<file path="src/rtl/ws2812_encoder.sv">
// WS2812 one-wire serialiser: fetches 24-bit RGB words per LED through a request/address
// handshake and shifts them out GRB MSB-first as NRZ pulses, followed by a low latch period.
module ws2812_encoder #(
   parameter int  NUM_LEDS     = 8,
   parameter int  SYSTEM_CLOCK = 50000000,
   parameter int  RESET_US     = 60,
   localparam int AW           = (NUM_LEDS > 1) ? $clog2(NUM_LEDS) : 1
) (
   input  logic          clk_i,
   input  logic          reset_i,
   input  logic          start_i,
   input  logic [AW:0]   led_count_i,
   output logic          busy_o,
   output logic          data_request_o,
   output logic [AW-1:0] address_or,
   input  logic [7:0]    red_i,
   input  logic [7:0]    green_i,
   input  logic [7:0]    blue_i,
   output logic          do_o
);

   localparam int T0H  = SYSTEM_CLOCK / 2500000;
   localparam int T1H  = SYSTEM_CLOCK / 1250000;
   localparam int TBIT = SYSTEM_CLOCK / 800000;
   localparam int TRST = (SYSTEM_CLOCK / 1000000) * RESET_US;
   localparam int TMAX = (TRST > TBIT) ? TRST : TBIT;
   localparam int TW   = $clog2(TMAX + 1);

   typedef enum logic [2:0] {IDLE, FETCH, LATCH, SEND, NEXT, RST} state_t;

   state_t         r_state;
   state_t         w_state_next;
   logic           r_phase;
   logic [TW-1:0]  r_tmr;
   logic [4:0]     r_bit;
   logic [23:0]    r_shift;
   logic [AW-1:0]  r_addr;
   logic [AW:0]    r_cnt;
   logic           r_do;
   logic           w_do_next;
   logic           w_tmr_last;
   logic           w_addr_last;
   logic [TW-1:0]  w_high;
   logic [AW:0]    w_start_cnt;

   assign w_start_cnt = (led_count_i > (AW+1)'(NUM_LEDS)) ? (AW+1)'(NUM_LEDS) : led_count_i;
   assign w_tmr_last  = (r_tmr == TW'(TBIT - 1));
   assign w_addr_last = ({1'b0, r_addr} == (r_cnt - (AW+1)'(1)));
   assign w_high      = r_shift[23] ? TW'(T1H) : TW'(T0H);

   assign busy_o         = (r_state != IDLE);
   assign data_request_o = (r_state == FETCH) && r_phase;
   assign address_or     = r_addr;
   assign do_o           = r_do;

   always_ff @(posedge clk_i) begin
      if (reset_i) r_state <= IDLE;
      else         r_state <= w_state_next;
   end

   // do_o is registered, so the line level for the upcoming cycle is decided here.
   always_comb begin
      w_state_next = r_state;
      w_do_next    = 1'b0;
      case (r_state)
         IDLE:  if (start_i) w_state_next = (w_start_cnt == '0) ? RST : FETCH;
         FETCH: if (r_phase) w_state_next = LATCH;
         LATCH: begin
            w_state_next = SEND;
            w_do_next    = 1'b1;
         end
         SEND: begin
            if (w_tmr_last) begin
               if (r_bit == 5'd0) w_state_next = NEXT;
               else               w_do_next    = 1'b1;
            end else begin
               w_do_next = ((r_tmr + TW'(1)) < w_high);
            end
         end
         NEXT:  w_state_next = w_addr_last ? RST : FETCH;
         RST:   if (r_tmr == TW'(TRST - 1)) w_state_next = IDLE;
         default: w_state_next = IDLE;
      endcase
   end

   always_ff @(posedge clk_i) begin
      if (reset_i) begin
         r_phase <= 1'b0;
         r_tmr   <= '0;
         r_bit   <= '0;
         r_shift <= '0;
         r_addr  <= '0;
         r_cnt   <= '0;
         r_do    <= 1'b0;
      end else begin
         r_do <= w_do_next;
         case (r_state)
            IDLE: begin
               r_tmr   <= '0;
               r_phase <= 1'b0;
               if (start_i) begin
                  r_cnt  <= w_start_cnt;
                  r_addr <= '0;
               end
            end
            FETCH: r_phase <= ~r_phase;
            LATCH: begin
               r_shift <= {green_i, red_i, blue_i};
               r_bit   <= 5'd23;
               r_tmr   <= '0;
            end
            SEND: begin
               if (w_tmr_last) begin
                  r_tmr   <= '0;
                  r_shift <= {r_shift[22:0], 1'b0};
                  if (r_bit != 5'd0) r_bit <= r_bit - 5'd1;
               end else begin
                  r_tmr <= r_tmr + TW'(1);
               end
            end
            NEXT: begin
               r_tmr   <= '0;
               r_phase <= 1'b0;
               if (!w_addr_last) r_addr <= r_addr + AW'(1);
            end
            RST: r_tmr <= r_tmr + TW'(1);
            default: ;
         endcase
      end
   end

endmodule

</file>
<file path="config.mk">
export PLATFORM = sky130hd
export DESIGN_NAME = ws2812_encoder
export DESIGN_NICKNAME = d
export VERILOG_FILES = /design/src/rtl/ws2812_encoder.sv
export SDC_FILE = /design/constraint.sdc
export NUM_CORES = 1
export LEC_CHECK = 0
export ABC_AREA = 1
export BUFFER_PORTS_ARGS = -buffer_cell sky130_fd_sc_hd__clkbuf_2
export CAP_MARGIN = 15
export CORE_MARGIN = 10
export CORE_UTILIZATION = 25
export CTS_CLUSTER_DIAMETER = 30
export DETAILED_ROUTE_END_ITERATION = 16
export HOLD_SLACK_MARGIN = 0.02
export SLEW_MARGIN = 20
export SYNTH_ARGS = -nofsm -noshare
export SYNTH_HDL_FRONTEND = slang
export SYNTH_SLANG_ARGS = --single-unit
</file>
<file path="constraint.sdc">
create_clock -name clk_i -period 2.05 [get_ports clk_i]
set_clock_uncertainty 0.15 [all_clocks]
set_input_delay 0.1025 -clock clk_i [delete_from_list [all_inputs] [get_ports clk_i]]
set_output_delay 0.1025 -clock clk_i [all_outputs]
set_load 0.05 [all_outputs]
</file>
==> key figures, run 1 <==
Timing
  – Fmax: 0.537 GHz
  – Tmin final: 1.86 ns
  – Final Max Tran Viols: 0
  – Worst-Margin Slew: 0.547 ns
  – Final period util: 90.8%
  – Final Setup Violations: 0
  – Hold Slack: 0.0317 ns
  – TNS Setup: 0 ns
  – Final Hold Violating Endpoints: 0
  – Slew margin rel.: 63.6%
  – Final setup margin: 0.188 ns

Detailed routing
  – Final ANT Viol Nets: 0
  – Drt pass-1 iters: 4
  – DRC Markers: 0
  – WL final: 6970 um
  – Routed WL per cell: 11.3 um
  – Via Count: 2,801
  – Initial DRC count: 135
  – Vias per std cell: 4.54

Finish
  – Fin util: 33.0%
  – Final instance area: 0.00358 sq mm
  – Non-Filler Instances: 617
  – Footprint of the multi-input gates: 0.00152 sq mm
  – # fillers: 1,177
  – Share of layout cells above drive strength 1: 15.1%
  – Final nets: 515
  – Reg area: 0.00108 sq mm
  – Area grow syn2layout: 29.4%
  – N_diodes: 0

Critical path
  – Startpoint types: register
  – Critical path endpoint category: primary output
  – Maximum fanout along the worst path: 5
  – Most common cell on crit path: inv_1
  – WP data required: 1.80 ns
  – Largest stage delay, worst path: 0.37 ns
  – Crit path cell chain: inv_1, nor3_1, inv_1, nor2_1, clkbuf_2
  – Slowest CP cell: dfxtp_1
  – FF-to-FF setup slack: 0.21 ns
  – Critical path type: reg -> out
  – Arrival time worst endpoint: 1.61 ns

Placement
  – Pre-CTS setup slack: 0.0477 ns
  – Placed cell areas: 0.00311 sq mm
  – Dpl hpwl: 4920 um
  – Routability cong.: 0.817
  – Port buffer count: 36
  – DP Cell Count: 578

Die
  – FP Rows: 38
  – Core Region: 0.0108 sq mm
  – Die H: 125 um
  – Initial Utilization: 25.5%
  – Chip width: 125 um
  – Die area: 0.0157 sq mm
  – I/O pin cnt: 37

GRT
  – All-Layer GR Usage: 8.89%
  – Global route overflow: 0
  – Number of global-route vias before repair: 2,843
  – Initial antenna violation count: 0
  – Pin count of the biggest net entering global routing: 47
  – First-pass GRT wire length: 12,500 um

Logic synthesis
  – Number of distinct library cells after synthesis: 27
  – Cell Area, Synth: 0.00277 sq mm
  – Yosys top cell area share: 38.4%
  – Syn nets: 450
  – FF+latch count, synth: 53
  – Yosys warns: 0
  – Leading area contributor after synthesis: dfxtp_1
  – Syn_area_per_cell: 6.73 sq um
  – Register area share after synthesis: 38.4%
  – Top cells by area, synth: dfxtp_1 (38%), nand2_1 (18%), a31oi_1 (5.4%)
  – Cells after Synth: 411

Worst hold path
  – Min-delay worst type: in -> reg

Power
  – Leakage: 1.54 nW
  – Max IR drop VDD: 0.442 mV
  – P per Cell Area: 733 mW/mm^2
  – Pwr Total: 2.62 mW

CTS
  – Root buffer cell: clkbuf_8
  – CTS tree: done
  – Clock Pin Slew Worst Setup and Hold Paths: 0.10 ns
  – TritonCTS Sinks: 53
  – Worst-Skew Late Latency: 0.31 ns
  – Inserted Clock Buffers: 5
  – Maximum clock path buffer count: 2
  – H-tree Lvls: 2

Job
  – Max-Cap Viols: 0

Status
  – Status: completed
Yosys cell counts:
cell type	count
nor2_1	34
a22oi_1	2
o211a_1	1
dfxtp_1	53
nor3_4	1
a21oi_1	25
xor2_1	3
nor3_1	6
clkbuf_1	8
nor3b_1	1
xnor2_1	7
nand3_1	19
buf_4	1
nand4_1	3
nand2_1	131
a21o_1	1
o21ai_0	29
ha_1	8
inv_2	3
o21ai_1	2
o21a_1	1
buf_2	7
o21ai_2	1
nand2_2	3
inv_1	36
nor3b_2	1
a31oi_1	24
cells by family after synthesis:
logic type / count (synthesis) / synth area share (%)
and+or+nand+nor: 199 / 29.6
AOI/OAI and AO/OA: 86 / 17.3
buffers and inverters: 55 / 7.92
DFF: 53 / 38.4
xor gates and xnor gates: 10 / 3.17
adders and majority gates: 8 / 3.62
power by group:
part / leakage (nW) / switching (mW) / internal [mW]
Sequential: 0.434 / 0.0766 / 1.15
Clock: 0.0585 / 0.374 / 0.367
Combinational: 1.05 / 0.407 / 0.251
Total: 1.54 / 0.858 / 1.76
per-layer routing:
layer | track usage [%] | routed length, um | vias to the layer above
met4 | 1.90 | 46 | 0
met5 | 0 | 0 | -
met2 | 15.0 | 3090 | 46
met1 | 11.1 | 3550 | 1274
li1 | - | - | 1474
met3 | 2.24 | 287 | 7
worst max-delay path: cells and delay by family, from the launching register on:
kind / cells / cell delay (ns)
buffers and inverters: 3 / 0.52
DFF: 1 / 0.37
and+or+nand+nor: 2 / 0.41
cell usage in the layout (no fill, tap or decap), drive strengths merged:
master and count:
buf 10, bufinv 1, nor3b 2, inv 40
a22oi 2, nor2 34, dlygate4sd3 28, xor2 3
nand4 3, xnor2 7, ha 8, a21oi 25
dfxtp 53, a21o 1, nand3 19, clkinv 1
o211a 1, o21ai 32, a31oi 24, nand2 134
nor3 7, clkbuf 41, o21a 1
flip-flops by register name, indices dropped and copies added (netlist names):
| register | count |
|---|---|
| address_or | 3 |
| do_o | 1 |
| r_bit | 5 |
| r_cnt | 4 |
| r_phase | 1 |
| r_shift | 24 |
| r_state | 3 |
| r_tmr | 12 |
final cells by class:
| type | count | share of cell area, % |
|---|---|---|
| clock buffers | 5 | 1.92 |
| clock inverters | 3 | 1.22 |
| inverters | 39 | 4.09 |
| multi-input cells | 303 | 42.5 |
| flip-flops and latches | 53 | 30.1 |
| well taps | 140 | 4.90 |
| repair buffers | 74 | 15.3 |
what timing repair did:
action                                 4_1_cts  5_1_grt
setup endpoints to repair                    0        1
endpoints found under the hold margin       28        0
hold buffers                                28        0
buffers inserted                             0        3
resized for setup                            0       15
worst paths after layout:
kind	startpoint	endpoint	cells past startpoint
setup reg to reg	r_tmr[2]$_SDFFE_PP0P_	do_o$_SDFF_PP0_	10
hold / removal	start_i	r_state[0]$_SDFFE_PP0P_	5
hold reg to reg	r_bit[4]$_SDFFE_PP0P_	r_bit[4]$_SDFFE_PP0P_	2
setup / recovery	r_state[0]$_SDFFE_PP0P_	data_request_o	5
Power figures use the tool's default switching activity.
==> run 2: changes to the inputs <==
--- a/config.mk
+++ b/config.mk
@@ -9,7 +9,7 @@
 export BUFFER_PORTS_ARGS = -buffer_cell sky130_fd_sc_hd__clkbuf_2
 export CAP_MARGIN = 15
 export CORE_MARGIN = 10
-export CORE_UTILIZATION = 25
+export CORE_UTILIZATION = 24
 export CTS_CLUSTER_DIAMETER = 30
 export DETAILED_ROUTE_END_ITERATION = 16
 export HOLD_SLACK_MARGIN = 0.02
==> run 2 against run 1 <==
  * Critical path type unchanged
  * Register-to-register slack got worse by 0.04 ns
  * Worst hold slack better by 0.028 ns
  * Global-route usage rose by 0.064 points
  * Highest routed layer unchanged
  * Total power up 8.5%
  * Wire length up 2.1%
==> key figures, run 2 (same netlist as run 1, synthesis figures left out) <==
Status
  – Status: completed

Finish
  – N_diodes: 0 (unchanged)
  – Area grow syn2layout: 30.2%
  – Reg with most FFs: r_shift
  – Final nets: 514 (-0.19%)
  – Max reg flops: 24 (unchanged)
  – Top flop regs: r_shift (24), r_tmr (12), r_bit (5)
  – Commonest non-fill, non-tap cell in the layout: nand2_1
  – Share of layout cells above drive strength 1: 14.3% (-0.78 points)
  – Most frequent cells in the layout: nand2_1 (131), dfxtp_1 (51), inv_1 (36), clkbuf_2 (36), nor2_1 (32)
  – Fin util: 31.7% (-1.3 points)

Timing
  – Tmin final: 1.90 ns (+0.0401 ns)
  – Fmax: 0.526 GHz (-2.1%)
  – Final Setup Violations: 0 (unchanged)
  – Slew margin rel.: 54.0% (-9.6 points)
  – TNS Setup: 0 ns (unchanged)
  – Hold Slack: 0.0593 ns (+0.0277 ns)
  – RSZ-0062 raised after global routing: no
  – Final Max Tran Viols: 0 (unchanged)
  – Worst-Margin Slew: 0.689 ns (+0.143 ns)
  – Final setup margin: 0.148 ns (-0.0401 ns)
  – Final Hold Violating Endpoints: 0 (unchanged)
  – Final period util: 92.8% (+2.0 points)

CTS
  – H-tree Lvls: 2 (unchanged)
  – CTS tree: done
  – Root buffer cell: clkbuf_16
  – Maximum clock path buffer count: 2 (unchanged)
  – Clock Pin Slew Worst Setup and Hold Paths: 0.07 ns (-0.03 ns)
  – Inserted Clock Buffers: 5 (unchanged)
  – TritonCTS Sinks: 53 (unchanged)
  – Worst-Skew Late Latency: 0.29 ns (-0.02 ns)

GRT
  – Number of global-route vias before repair: 2,784 (-2.1%)
  – First-pass GRT wire length: 12,500 um (+0.50%)
  – Initial antenna violation count: 0 (unchanged)
  – Pin count of the biggest net entering global routing: 47 (unchanged)
  – All-Layer GR Usage: 8.95% (+0.064 points)
  – Global route overflow: 0 (unchanged)

Critical path
  – Critical path type: reg -> out
  – Slowest CP cell: dfxtp_1
  – Arrival time worst endpoint: 1.65 ns (+0.04 ns)
  – Reg2reg end: do_o$_SDFF_PP0_
  – Maximum fanout along the worst path: 5 (unchanged)
  – Most common cell on crit path: inv_1
  – FF-to-FF setup slack: 0.17 ns (-0.04 ns)
  – Startpoint types: register
  – Reg2reg path depth: 10 (unchanged)
  – Crit path cell chain: inv_1, nor3_1, inv_1, nor2_1, clkbuf_2
  – Largest stage delay, worst path: 0.36 ns (about the same)
  – Critical path endpoint category: primary output
  – FF-to-FF Start: r_tmr[1]$_SDFFE_PP0P_
  – WP data required: 1.80 ns (about the same)

Power
  – P per Cell Area: 790 mW/mm^2 (+7.8%)
  – Max IR drop VDD: 0.348 mV (-21%)
  – Leakage: 1.56 nW (+1.1%)
  – Pwr Total: 2.85 mW (+8.5%)

Detailed routing
  – Vias per std cell: 4.56 (+0.44%)
  – Via Count: 2,818 (+0.61%)
  – Drt pass-1 iters: 4 (unchanged)
  – DRC Markers: 0 (unchanged)
  – Initial DRC count: 135 (unchanged)
  – Routed WL per cell: 11.5 um (+1.9%)
  – WL final: 7110 um (+2.1%)
  – Final ANT Viol Nets: 0 (unchanged)

Placement
  – Dpl hpwl: 4940 um (+0.34%)
  – Port buffer count: 36 (unchanged)
  – Pre-CTS setup slack: 0.102 ns (+0.0540 ns)
  – Routability cong.: 0.796 (-2.5%)

Job
  – Max-Cap Viols: 0 (unchanged)

Die
  – Initial Utilization: 24.3% (-1.2 points)
  – Die area: 0.0162 sq mm (+3.5%)
  – FP Rows: 39 (+2.6%)
  – I/O pin cnt: 37 (unchanged)
  – Die H: 127 um (+1.7%)
  – Chip width: 127 um (+1.7%)
  – Core Region: 0.0114 sq mm (+4.9%)

Worst hold path
  – Hold path cells: 5 (unchanged)
  – Min-delay worst type: in -> reg
  – Hold Path Sink: r_state[0]$_SDFFE_PP0P_
  – Min-delay src: start_i
run 2: changes by cell type in the layout (fill, tap and decap cells not counted), moves of 2 or more:
| cell | before | now |
|---|---|---|
| dfxtp_1 | 49 | 51 |
| clkbuf_16 | 0 | 5 |
| nor2_2 | 0 | 2 |
| dfxtp_4 | 4 | 0 |
| dfxtp_2 | 0 | 2 |
| clkbuf_8 | 5 | 0 |
run 2: metrics by stage:
step | area (sq um) | cells
after floorplan | 2770 | 411
after global placement | 3130 | 583
after detailed placement | 3130 | 583
after CTS | 3580 | 618
after global routing | 3600 | 618
final | 3600 | 618
run 2: worst max path at each step:
stage | slack, ns | endpoint | start | cells after the start
6_report | 0.15 | data_request_o | r_state[0]$_SDFFE_PP0P_ | 5
3_5_place_dp | 0.10 | do_o$_SDFF_PP0_ | r_tmr[0]$_SDFFE_PP0P_ | 10
5_1_grt | 0.004 | do_o$_SDFF_PP0_ | r_tmr[1]$_SDFFE_PP0P_ | 10
4_1_cts | 0.08 | do_o$_SDFF_PP0_ | r_tmr[0]$_SDFFE_PP0P_ | 10
3_3_place_gp | 0.13 | do_o$_SDFF_PP0_ | r_tmr[0]$_SDFFE_PP0P_ | 10
2_1_floorplan | 0.18 | do_o$_SDFF_PP0_ | r_tmr[2]$_SDFFE_PP0P_ | 10
run 2: worst max-delay path, delay by kind of cell, from the launching register on:
kind,cells,cell delay [ns]
flip-flops,1,0.36
AND/OR/NAND/NOR,2,0.46
buffers and inverters,3,0.54
run 2: cell type report:
| cell class | count | area, sq um |
|---|---|---|
| fill | 1207 | 7770 |
| multi-input combinational | 303 | 1510 |
| sequential | 53 | 1060 |
| timing repair buffer | 73 | 541 |
| tap | 143 | 179 |
| inverter | 39 | 146 |
| clock buffer | 5 | 125 |
| clock inverter | 2 | 38.8 |
run 2: timing repair:
item                                    CTS  global route
gates resized for setup                   0             7
buffers inserted                          0             0
endpoints found under the setup margin    0             1
hold buffers                             28             0
hold endpoints to repair                 28             0
run 2: where the power goes:
part | switching [mW] | internal (mW)
combinational | 0.410 | 0.253
clock | 0.380 | 0.574
sequential | 0.0764 | 1.15
total | 0.866 | 1.98
run 2: routing by layer:
layer | vias up | wire (um) | GRT usage, %
met4 | 0 | 60 | 2.41
met2 | 63 | 3380 | 15.4
met1 | 1277 | 3310 | 10.6
li1 | 1470 | - | -
met3 | 8 | 353 | 2.56
met5 | - | 0 | 0
